[src/rtl/digit_serial_addsub.sv]
// Digit-serial adder/subtractor: one DIGIT-wide ripple slice plus a carry register
// processes a WIDTH-bit add or subtract over WIDTH/DIGIT cycles.
module digit_serial_addsub #(
  parameter int unsigned WIDTH = 16,
  parameter int unsigned DIGIT = 4
) (
  input  logic             clk,
  input  logic             rst,
  input  logic             start,
  input  logic             sub,
  input  logic [WIDTH-1:0] a,
  input  logic [WIDTH-1:0] b,
  input  logic             c_in,
  output logic             busy,
  output logic             done,
  output logic [WIDTH-1:0] s,
  output logic             c_out,
  output logic             ovf
);

  localparam int unsigned NDIG = WIDTH / DIGIT;
  localparam int unsigned CntW = (NDIG > 1) ? $clog2(NDIG) : 1;

  typedef enum logic [1:0] {StIdle, StRun, StDone} state_e;

  state_e state_q, state_d;

  logic [WIDTH-1:0] opa_q, opa_d;
  logic [WIDTH-1:0] opb_q, opb_d;
  logic [WIDTH-1:0] work_q, work_d;
  logic [WIDTH-1:0] s_q, s_d;
  logic             carry_q, carry_d;
  logic             c_out_q, c_out_d;
  logic             ovf_q, ovf_d;
  logic [CntW-1:0]  cnt_q, cnt_d;

  logic             accept;
  logic             last;
  logic [31:0]      base;
  logic [DIGIT-1:0] dig_a, dig_b, dig_s;
  logic [DIGIT:0]   rc;

  // Idle and the done cycle both accept a new request.
  assign accept = start && (state_q != StRun);
  assign last   = (cnt_q == CntW'(NDIG - 1));
  assign base   = 32'(cnt_q) * DIGIT;

  always_ff @(posedge clk) begin
    if (rst) begin
      state_q <= StIdle;
    end else begin
      state_q <= state_d;
    end
  end

  always_comb begin
    state_d = state_q;
    unique case (state_q)
      StIdle:  if (start) state_d = StRun;
      StRun:   if (last) state_d = StDone;
      StDone:  state_d = start ? StRun : StIdle;
      default: state_d = StIdle;
    endcase
  end

  always_comb begin
    busy = (state_q == StRun);
    done = (state_q == StDone);
  end

  // Ripple slice over the current digit; rc[i] is the carry into bit i of the digit.
  always_comb begin
    dig_a = opa_q[base +: DIGIT];
    dig_b = opb_q[base +: DIGIT];
    dig_s = '0;
    rc    = '0;
    rc[0] = carry_q;
    for (int i = 0; i < DIGIT; i++) begin
      dig_s[i]  = dig_a[i] ^ dig_b[i] ^ rc[i];
      rc[i + 1] = (dig_a[i] & dig_b[i]) | (rc[i] & (dig_a[i] ^ dig_b[i]));
    end
  end

  always_comb begin
    opa_d   = opa_q;
    opb_d   = opb_q;
    work_d  = work_q;
    s_d     = s_q;
    carry_d = carry_q;
    c_out_d = c_out_q;
    ovf_d   = ovf_q;
    cnt_d   = cnt_q;
    if (accept) begin
      // Subtract as a + ~b + ~borrow so the same slice serves both modes.
      opa_d   = a;
      opb_d   = sub ? ~b : b;
      carry_d = sub ? ~c_in : c_in;
      cnt_d   = '0;
    end else if (state_q == StRun) begin
      work_d[base +: DIGIT] = dig_s;
      carry_d = rc[DIGIT];
      cnt_d   = cnt_q + 1'b1;
      if (last) begin
        s_d     = work_d;
        c_out_d = rc[DIGIT];
        ovf_d   = rc[DIGIT-1] ^ rc[DIGIT];
      end
    end
  end

  always_ff @(posedge clk) begin
    if (rst) begin
      opa_q   <= '0;
      opb_q   <= '0;
      work_q  <= '0;
      s_q     <= '0;
      carry_q <= 1'b0;
      c_out_q <= 1'b0;
      ovf_q   <= 1'b0;
      cnt_q   <= '0;
    end else begin
      opa_q   <= opa_d;
      opb_q   <= opb_d;
      work_q  <= work_d;
      s_q     <= s_d;
      carry_q <= carry_d;
      c_out_q <= c_out_d;
      ovf_q   <= ovf_d;
      cnt_q   <= cnt_d;
    end
  end

  assign s     = s_q;
  assign c_out = c_out_q;
  assign ovf   = ovf_q;

endmodule

[config.mk]
export PLATFORM = sky130hd
export DESIGN_NAME = digit_serial_addsub
export DESIGN_NICKNAME = d
export VERILOG_FILES = /design/src/rtl/digit_serial_addsub.sv
export SDC_FILE = /design/constraint.sdc
export NUM_CORES = 1
export LEC_CHECK = 0
export CAP_MARGIN = 20
export CORE_MARGIN = 1.5
export CORE_UTILIZATION = 25
export DETAILED_ROUTE_END_ITERATION = 6
export GPL_TIMING_DRIVEN = 0
export SYNTH_ARGS = -nofsm -noshare
export SYNTH_HDL_FRONTEND = slang
export SYNTH_SLANG_ARGS = --single-unit
[constraint.sdc]
create_clock -name clk -period 4.4 [get_ports clk]
set_clock_uncertainty 0.05 [all_clocks]
set_input_delay 0.88 -clock clk [delete_from_list [all_inputs] [get_ports clk]]
set_output_delay 0.88 -clock clk [all_outputs]
set_load 0.03 [all_outputs]
==> flow_results.org, run 1 <==
** Route
- Total routed wirelength :: 8690 microns
- DRC violation total after the first TritonRoute iteration :: 123
- In the routed design, unresolved DRC markers number 0.
- Total number of vias :: 2823
- Dividing the detail-routed via count by the number of cells gives 4.75.
- The first detailed-routing pass ran for 4 iterations.
- Avg WL per Cell :: 14.6 microns
- Post-route antenna net violation count :: 0

** Critical path
- Maximum net fanout on the critical path :: 10
- Required time worst endpoint :: 4.60 ns
- CP Capture Type :: flip-flop
- Data arrival time at the worst-slack endpoint :: 3.96 ns
- For this run, the slowest stage of the critical path takes 0.54 ns.
- Critical path cell sequence :: clkbuf_1 -> mux4_2 -> inv_1 -> fa_1 -> inv_1 -> fa_1 -> inv_1 -> fa_1 -> inv_1 -> fa_1 -> nor2b_1 -> a221oi_1 -> nor3_1
- Crit-path slowest cell :: sky130_fd_sc_hd__fa_1
- Type of the worst setup path :: reg -> reg
- Counting both buffers and inverters, the worst setup path holds a total of 5.
- STA classifies the critical path startpoint as a flip-flop.
- Cell family with most CP delay :: adder cells

** Floorplanning
- Measured along the y axis, the die boundary spans 118 microns.
- Die span in x :: 118 microns
- The initial utilization of the core area, before any placement, comes to 26.0%.
- The region available for standard cell placement spans 12800 sq um.
- Top-level I/O count :: 57
- Die area :: 14000 sq um
- Num rows :: 41

** Clocking
- After clock tree synthesis, the flow added hold-fix buffers numbering 0.
- Number of gates resized after CTS :: 0
- Clock tree synthesis inserted a total of 9 buffers.
- Setup Buffers After CTS :: 0
- The clock drives 71 sinks.
- Clock-pin slew was measured on the worst setup and hold paths at 0.06 ns.
- Clock latency on the worst-skew pair, taken at its later pin, is 0.33 ns.
- CTS tree :: built
- The H-tree was split into 3 levels.
- CTS Root Buffer Type :: sky130_fd_sc_hd__clkbuf_16
- Max Root-Sink Buffers :: 2

** Global routing
- Global routing consumed, over all layers together, 13.0% of the routing resources.
- For met1 alone, demand over resource in global routing was 16.4%.
- Pin count of the biggest net entering global routing :: 13
- In this run the most used layer during global routing was met2.
- The via count of the first global-routing pass is 2797.
- In the global route stage, met2 resource usage came out at 21.1%.
- Remaining global-route overflow :: 0
- Met3 Usage GRT :: 3.28%
- Number of antenna violations at the first check in global routing :: 0
- Global-route wire length before repair :: 14300 microns

** Power and ir drop
- Part of the power in registers :: 40.9%
- In this run switching power makes up 24.6% of total power.
- For this design the static power due to leakage is 1.55 nW.
- Peak supply drop :: 0.169 mV
- Combinational cell fraction of total power :: 13.5%
- For this design the ratio of total power to cell area is 381 nW/um^2.
- Net switching power figure :: 0.411 mW
- The clock network burns 45.6% of the power.
- Int Pwr :: 1.26 mW

** STA
- The final-report hold violation count is 0.
- Setup violations remaining at the end of the flow were counted as 0.
- Transition time at the pin with the least slew margin :: 0.653 ns
- Normalized max-slew margin :: 56.5%
- Timing would allow up to 266 MHz.
- Unrepaired setup endpoints after global routing :: no
- Minimum clock period after layout :: 3.76 ns
- Of the available clock period, the critical path in the final layout requires 85.4%.
- Final slew viol count :: 0
- Adding up every negative setup slack in the final design gives 0 ns.

** Place
- Half-perimeter wire length of the detailed placement result :: 6340 microns
- Placed cell count :: 578
- Routability-driven placement finished with a final weighted congestion of 0.774.
- IO buf count :: 53

** Yosys
- The synthesized netlist occupies a cell area of 3330 sq um.
- Synth unique cells :: 35
- Yosys printed 0 warnings.
- Register bit total from synthesis :: 71
- Counting every instance in the synthesized netlist gives 353.
- After synthesis, the cell types taking the most area are sky130_fd_sc_hd__dfxtp_1 43%, sky130_fd_sc_hd__mux4_2 5.4%, sky130_fd_sc_hd__a21oi_1 5.3%.
- Sequential elements use 42.7% of the synthesized area.
- Dividing the synthesized area by the synthesized cell count gives 9.42 sq um.
- Net count after synthesis :: 400
- sky130_fd_sc_hd__dfxtp_1 takes more of the synthesized area than any other cell.
- After synthesis, the largest area contributor takes up 42.7% of total cell area.

** Final layout
- Fraction of the core area covered by cells at the end of the flow :: 34.4%
- Area grow syn2layout :: 32.0%
- Inserted Diodes :: 0
- Net total in the final layout :: 464
- Excluding fillers, the count of instances in the completed layout stands at 594.
- Fraction of layout cells with a size suffix above 1 :: 11.4%

** Flow run
- The tool flagged a number of max-cap violations equal to 0.

** Worst hold path
- Worst hold path class :: reg -> reg

** Run status
- Status :: finished clean
-- power groups by stage --
stage               registers, mW  clock network [mW]  logic, mW
floorplan                   0.694                   0      0.151
global placement            0.698                   0      0.221
detailed placement          0.699                   0      0.226
CTS                         0.685               0.780      0.226
global route                0.688               0.804      0.250
finish                      0.685               0.762      0.226
-- cell type report --
| class | count | area, sq um |
|---|---|---|
| well taps | 172 | 215 |
| repair buffers | 53 | 531 |
| plain buffers | 34 | 199 |
| clock buffers | 12 | 267 |
| clock inverters | 4 | 52.6 |
| inverters | 18 | 70.1 |
| flip-flops and latches | 71 | 1420 |
| multi-input cells | 230 | 1640 |
| fillers | 1330 | 8380 |
-- state kept, by name, indices dropped and copies added, names as in the netlist --
register,cells
state_q,2
c_out,1
opa_q,16
cnt_q,2
opb_q,16
s,16
ovf,1
carry_q,1
work_q,16
-- synthesized netlist by cell type --
master                      n
sky130_fd_sc_hd__a211oi_1  16
sky130_fd_sc_hd__buf_4      5
sky130_fd_sc_hd__nor2_4     1
sky130_fd_sc_hd__a221oi_1  16
sky130_fd_sc_hd__nand3_1   16
sky130_fd_sc_hd__nor3_1    18
sky130_fd_sc_hd__dfxtp_1   71
sky130_fd_sc_hd__clkbuf_1  13
sky130_fd_sc_hd__nand2b_1   1
sky130_fd_sc_hd__a21oi_1   35
sky130_fd_sc_hd__xnor2_1   19
sky130_fd_sc_hd__buf_2      9
sky130_fd_sc_hd__fa_1       4
sky130_fd_sc_hd__mux2i_1    1
sky130_fd_sc_hd__buf_1      1
sky130_fd_sc_hd__buf_6      5
sky130_fd_sc_hd__nor2b_1    3
sky130_fd_sc_hd__nor2_1    37
sky130_fd_sc_hd__inv_4      1
sky130_fd_sc_hd__and4bb_2   1
sky130_fd_sc_hd__nand3b_1   4
sky130_fd_sc_hd__a32oi_1   16
sky130_fd_sc_hd__and3_1     1
sky130_fd_sc_hd__clkbuf_4   1
sky130_fd_sc_hd__a211o_1    1
sky130_fd_sc_hd__clkinv_1   1
sky130_fd_sc_hd__o22a_1     1
sky130_fd_sc_hd__and3b_1    3
sky130_fd_sc_hd__nand2_1    5
sky130_fd_sc_hd__ha_1       6
sky130_fd_sc_hd__inv_1     16
sky130_fd_sc_hd__o21ai_0   14
sky130_fd_sc_hd__o21ai_1    2
sky130_fd_sc_hd__nand3b_2   1
sky130_fd_sc_hd__mux4_2     8
-- cell families (layout without fill, tap and decap cells) --
family	Yosys count	after routing	synth area share, %
flip-flops	71	71	42.7
XOR/XNOR	19	19	5.00
buffers and inverters	52	121	8.09
adder cells (fa/ha/maj)	10	10	4.67
AND/OR/NAND/NOR	91	91	13.5
AO/OA/AOI/OAI	101	101	20.2
multiplexers	9	9	5.72
-- placed cells by master (no fill, tap or decap), types with 4 or more instances in the layout --
master                             n
sky130_fd_sc_hd__dfxtp_1          71
sky130_fd_sc_hd__clkdlybuf4s50_1  53
sky130_fd_sc_hd__nor2_1           37
sky130_fd_sc_hd__a21oi_1          35
sky130_fd_sc_hd__xnor2_1          19
sky130_fd_sc_hd__nor3_1           18
sky130_fd_sc_hd__inv_1            16
sky130_fd_sc_hd__nand3_1          16
sky130_fd_sc_hd__a211oi_1         16
sky130_fd_sc_hd__a32oi_1          16
sky130_fd_sc_hd__a221oi_1         16
sky130_fd_sc_hd__o21ai_0          14
sky130_fd_sc_hd__clkbuf_1         13
sky130_fd_sc_hd__buf_2             9
sky130_fd_sc_hd__clkbuf_16         9
sky130_fd_sc_hd__mux4_2            8
sky130_fd_sc_hd__ha_1              6
sky130_fd_sc_hd__buf_4             5
sky130_fd_sc_hd__buf_6             5
sky130_fd_sc_hd__nand2_1           5
sky130_fd_sc_hd__nand3b_1          4
sky130_fd_sc_hd__fa_1              4
-- layer usage --
layer,share of wire [%],vias to the layer above
met5,0,-
met4,1.6,0
met3,4.3,10
met2,48,60
met1,46,1344
li1,-,1409
-- worst reg2reg max path, cell delays in order (launching register included) --
cell	delay [ns]
sky130_fd_sc_hd__dfxtp_1	0.38
sky130_fd_sc_hd__clkbuf_1	0.53
sky130_fd_sc_hd__mux4_2	0.41
sky130_fd_sc_hd__inv_1	0.09
sky130_fd_sc_hd__fa_1	0.16
sky130_fd_sc_hd__inv_1	0.05
sky130_fd_sc_hd__fa_1	0.35
sky130_fd_sc_hd__inv_1	0.08
sky130_fd_sc_hd__fa_1	0.20
sky130_fd_sc_hd__inv_1	0.06
sky130_fd_sc_hd__fa_1	0.54
sky130_fd_sc_hd__nor2b_1	0.43
sky130_fd_sc_hd__a221oi_1	0.17
sky130_fd_sc_hd__nor3_1	0.19
-- metrics by stage --
stage	worst slack (ns)	area (sq um)	hold WS, ns	power, mW
floorplan	1.16	3330	0.401	0.845
finish	0.643	4390	0.407	1.67
CTS	0.650	4390	0.412	1.69
global route	0.411	4390	0.442	1.74
detailed placement	0.672	4070	0.404	0.924
global placement	0.713	4070	0.406	0.919
-- worst paths after layout --
kind | start | end | slack [ns] | depth (start not counted)
min reg2reg | ovf | ovf | 0.41 | 2
max | cnt_q[1] | s[15] | 0.64 | 13
min | ovf | ovf | 0.41 | 2
max reg2reg | cnt_q[1] | s[15] | 0.64 | 13
(Power assumes the default switching activity.)
==> run 2, diff against run 1 <==
Settings changed: CTS_BUF_LIST set to sky130_fd_sc_hd__clkbuf_4 sky130_fd_sc_hd__clkbuf_8.
==> run 2 against run 1 <==
Core utilization shrank 0.79 points. Cell area decreased by 2.3%. Non-clock buffer count stayed put. Sequential share of layout area up 0.76 points. Via count is 0.64% higher. Critical path type unchanged. Highest routed layer unchanged. Critical endpoint unchanged. Total power shrank 12%. Sequential power about the same. Routed wire length decreased by 0.64%.
==> flow_results.org, run 2 (synthesized netlist as in run 1, its figures left out) <==
** Route
- Total number of vias :: 2841 (+0.64%)
- Number of remaining DRC errors :: 0 (unchanged)
- DRC violation total after the first TritonRoute iteration :: 94 (-24%)
- Via count normalized by instance count :: 4.78 (+0.64%)
- The routed wire length per instance is 14.5 microns (-0.64%).
- The number of nets with antenna violations after detailed routing was 0 (unchanged).
- Total routed wirelength :: 8640 microns (-0.64%)
- Pre-antenna DRT Iters :: 4 (unchanged)

** Final layout
- Fraction of the core area covered by cells at the end of the flow :: 33.6% (-0.79 points)
- Number of fill cells in the layout :: 1330 (unchanged)
- The total number of nets in the final design came to 464 (unchanged).
- Area grow syn2layout :: 29.0%
- Post-route insts no fill :: 594 (unchanged)
- The number of antenna cells inserted was 0 (unchanged).
- The library cell used most frequently in the layout, excluding fill and tap cells, is sky130_fd_sc_hd__dfxtp_1.
- Most used cells in the layout excluding fill and tap cells :: 71 x sky130_fd_sc_hd__dfxtp_1, 53 x sky130_fd_sc_hd__clkdlybuf4s50_1, 37 x sky130_fd_sc_hd__nor2_1
- The fraction of final layout cells with drive strength greater than 1 came to 11.4% (unchanged).

** STA
- Final setup viols :: 0 (unchanged)
- The worst hold margin came to 0.411 ns (+0.00334 ns).
- The achievable clock frequency came to 266 MHz (-0.10%).
- Unrepaired setup endpoints after global routing :: no
- The number of max-slew violations in the final report came to 0 (unchanged).
- The worst slew margin relative to its limit came to 56.4% (-0.063 points).
- Period utilisation layout :: 85.5% (+0.089 points)
- The pin slew with the least headroom to its limit came to 0.654 ns (+0.000944 ns).
- Setup tns final :: 0 ns (unchanged)
- The final-report hold violation count is 0 (unchanged).
- The final critical delay including setup and external delays is 3.76 ns (+0.00391 ns).

** Place
- The number of input and output port buffers inserted came to 53 (unchanged).
- Final weighted congestion in routability-driven placement :: 0.774 (unchanged)
- The half-perimeter wire length after detailed placement is 6340 microns (unchanged).
- The count of placed standard cells including taps is 578 (unchanged).

** Global routing
- The first-pass GRT wire length came to 14200 microns (-0.53%).
- The global-route usage over all layers is 12.8% (-0.23 points).
- The via count of the first global-routing pass came to 2827 (+1.1%).
- The pin count of the biggest net entering global routing is 13 (unchanged).
- The remaining global-route overflow was 0 (unchanged).
- Number of antenna violations at the first check in global routing :: 0 (unchanged)

** Critical path
- The required time at the endpoint of the critical path came to 4.62 ns (+0.02 ns).
- On the critical path, the stage with the largest delay is an instance of sky130_fd_sc_hd__fa_1.
- The worst setup path is captured at a flip-flop.
- Nature of the critical path startpoint :: flip-flop
- Max stage delay on crit path :: 0.54 ns (about the same)
- The data arrival time of the critical path was 3.98 ns (+0.02 ns).
- Type of the worst setup path :: reg -> reg
- Maximum net fanout on the critical path :: 10 (unchanged)
- Critical path cell sequence :: clkbuf_1 -> mux4_2 -> inv_1 -> fa_1 -> inv_1 -> fa_1 -> inv_1 -> fa_1 -> inv_1 -> fa_1 -> nor2b_1 -> a221oi_1 -> nor3_1

** Clocking
- Clock transition time at the flip-flop clock pins of the worst setup and hold paths :: 0.07 ns (about the same)
- Max Root-Sink Buffers :: 2 (unchanged)
- Clock tree sinks :: 71 (unchanged)
- The quantity of hold-fixing buffers added after cts came to 0 (unchanged).
- CTS tree :: built
- The TritonCTS buffer count came to 9 (unchanged).
- Worst-Skew Late Latency :: 0.35 ns (+0.02 ns)
- The count of buffers added by post-CTS timing repair for setup came to 0 (unchanged).
- Count of H-tree levels built during CTS :: 3 (unchanged)
- Number of gates resized after CTS :: 0 (unchanged)
- CTS placed an instance of sky130_fd_sc_hd__clkbuf_8 at the clock tree root.

** Power and ir drop
- The cell area power density is 343 nW/um^2 (-9.9%).
- The maximum VDD drop came to 0.186 mV (+10%).
- Static power due to leakage :: 1.50 nW (-3.0%)

** Floorplanning
- The die extent in y came to 118 microns (unchanged).
- Top-level I/O count :: 57 (unchanged)
- The die area is 14000 sq um (unchanged).
- Die span in x :: 118 microns (unchanged)
- Num rows :: 41 (unchanged)
- The starting density of the core came to 26.0% (unchanged).
- Area of the placeable core :: 12800 sq um (unchanged)

** Run status
- The flow ran to the end, and the final reports show no timing, DRC or antenna violations.

** Worst hold path
- The path class of the tightest hold or removal check is reg -> reg.

** Flow run
- The count of maximum capacitance violations was 0 (unchanged).
-- run 2: cell counts in the layout (fill, tap and decap cells not counted) --
Identical to the previous run, type by type.
-- run 2: final timing paths --
check,from,end,slack (ns),depth (start not counted)
setup / recovery,cnt_q[1],s[15],0.64,13
hold / removal,ovf,ovf,0.41,2
setup reg to reg,cnt_q[1],s[15],0.64,13
hold reg to reg,ovf,ovf,0.41,2
-- run 2: metal layers --
layer | global-route usage, % | routed length (microns) | vias to the layer above
met1 | 16.3 | 3950 | 1356
li1 | - | - | 1404
met5 | 0 | 0 | -
met4 | 3.73 | 104 | 0
met3 | 3.28 | 439 | 11
met2 | 21.1 | 4150 | 70
-- run 2: stage by stage --
stage                     setup WS (ns)  cell area [sq um]  power, mW
final                             0.639               4290       1.47
after global routing              0.405               4290       1.54
after CTS                         0.653               4290       1.49
after detailed placement          0.672               4070      0.924
after global placement            0.713               4070      0.919
after floorplan                    1.16               3330      0.845
-- run 2: layout make-up --
type | count | area (sq um) | area share [%]
Clock inverter | 4 | 52.6 | 1.23
Clock buffer | 12 | 165 | 3.85
Buffer | 34 | 199 | 4.64
Tap cell | 172 | 215 | 5.02
Multi-Input combinational cell | 230 | 1640 | 38.1
Sequential cell | 71 | 1420 | 33.1
Timing Repair Buffer | 53 | 531 | 12.4
Inverter | 18 | 70.1 | 1.63
-- run 2: power by group --
group | switching (mW) | internal [mW]
registers | 0.0144 | 0.670
logic | 0.120 | 0.106
clock network | 0.255 | 0.308
-- run 2: critical path, delay by kind of cell (launching register included) --
family          cells  cell delay, ns
buf+inv             5            0.81
compound gates      1            0.17
mux                 1            0.40
flops               1            0.38
simple gates        2            0.63
fa+ha+maj           4            1.25
==> run 3, diff against run 2 <==
Settings changed: SLEW_MARGIN set to 20.
==> results of run 3 <==
No change in the layout: final DEF, timing and power equal those of run 2.
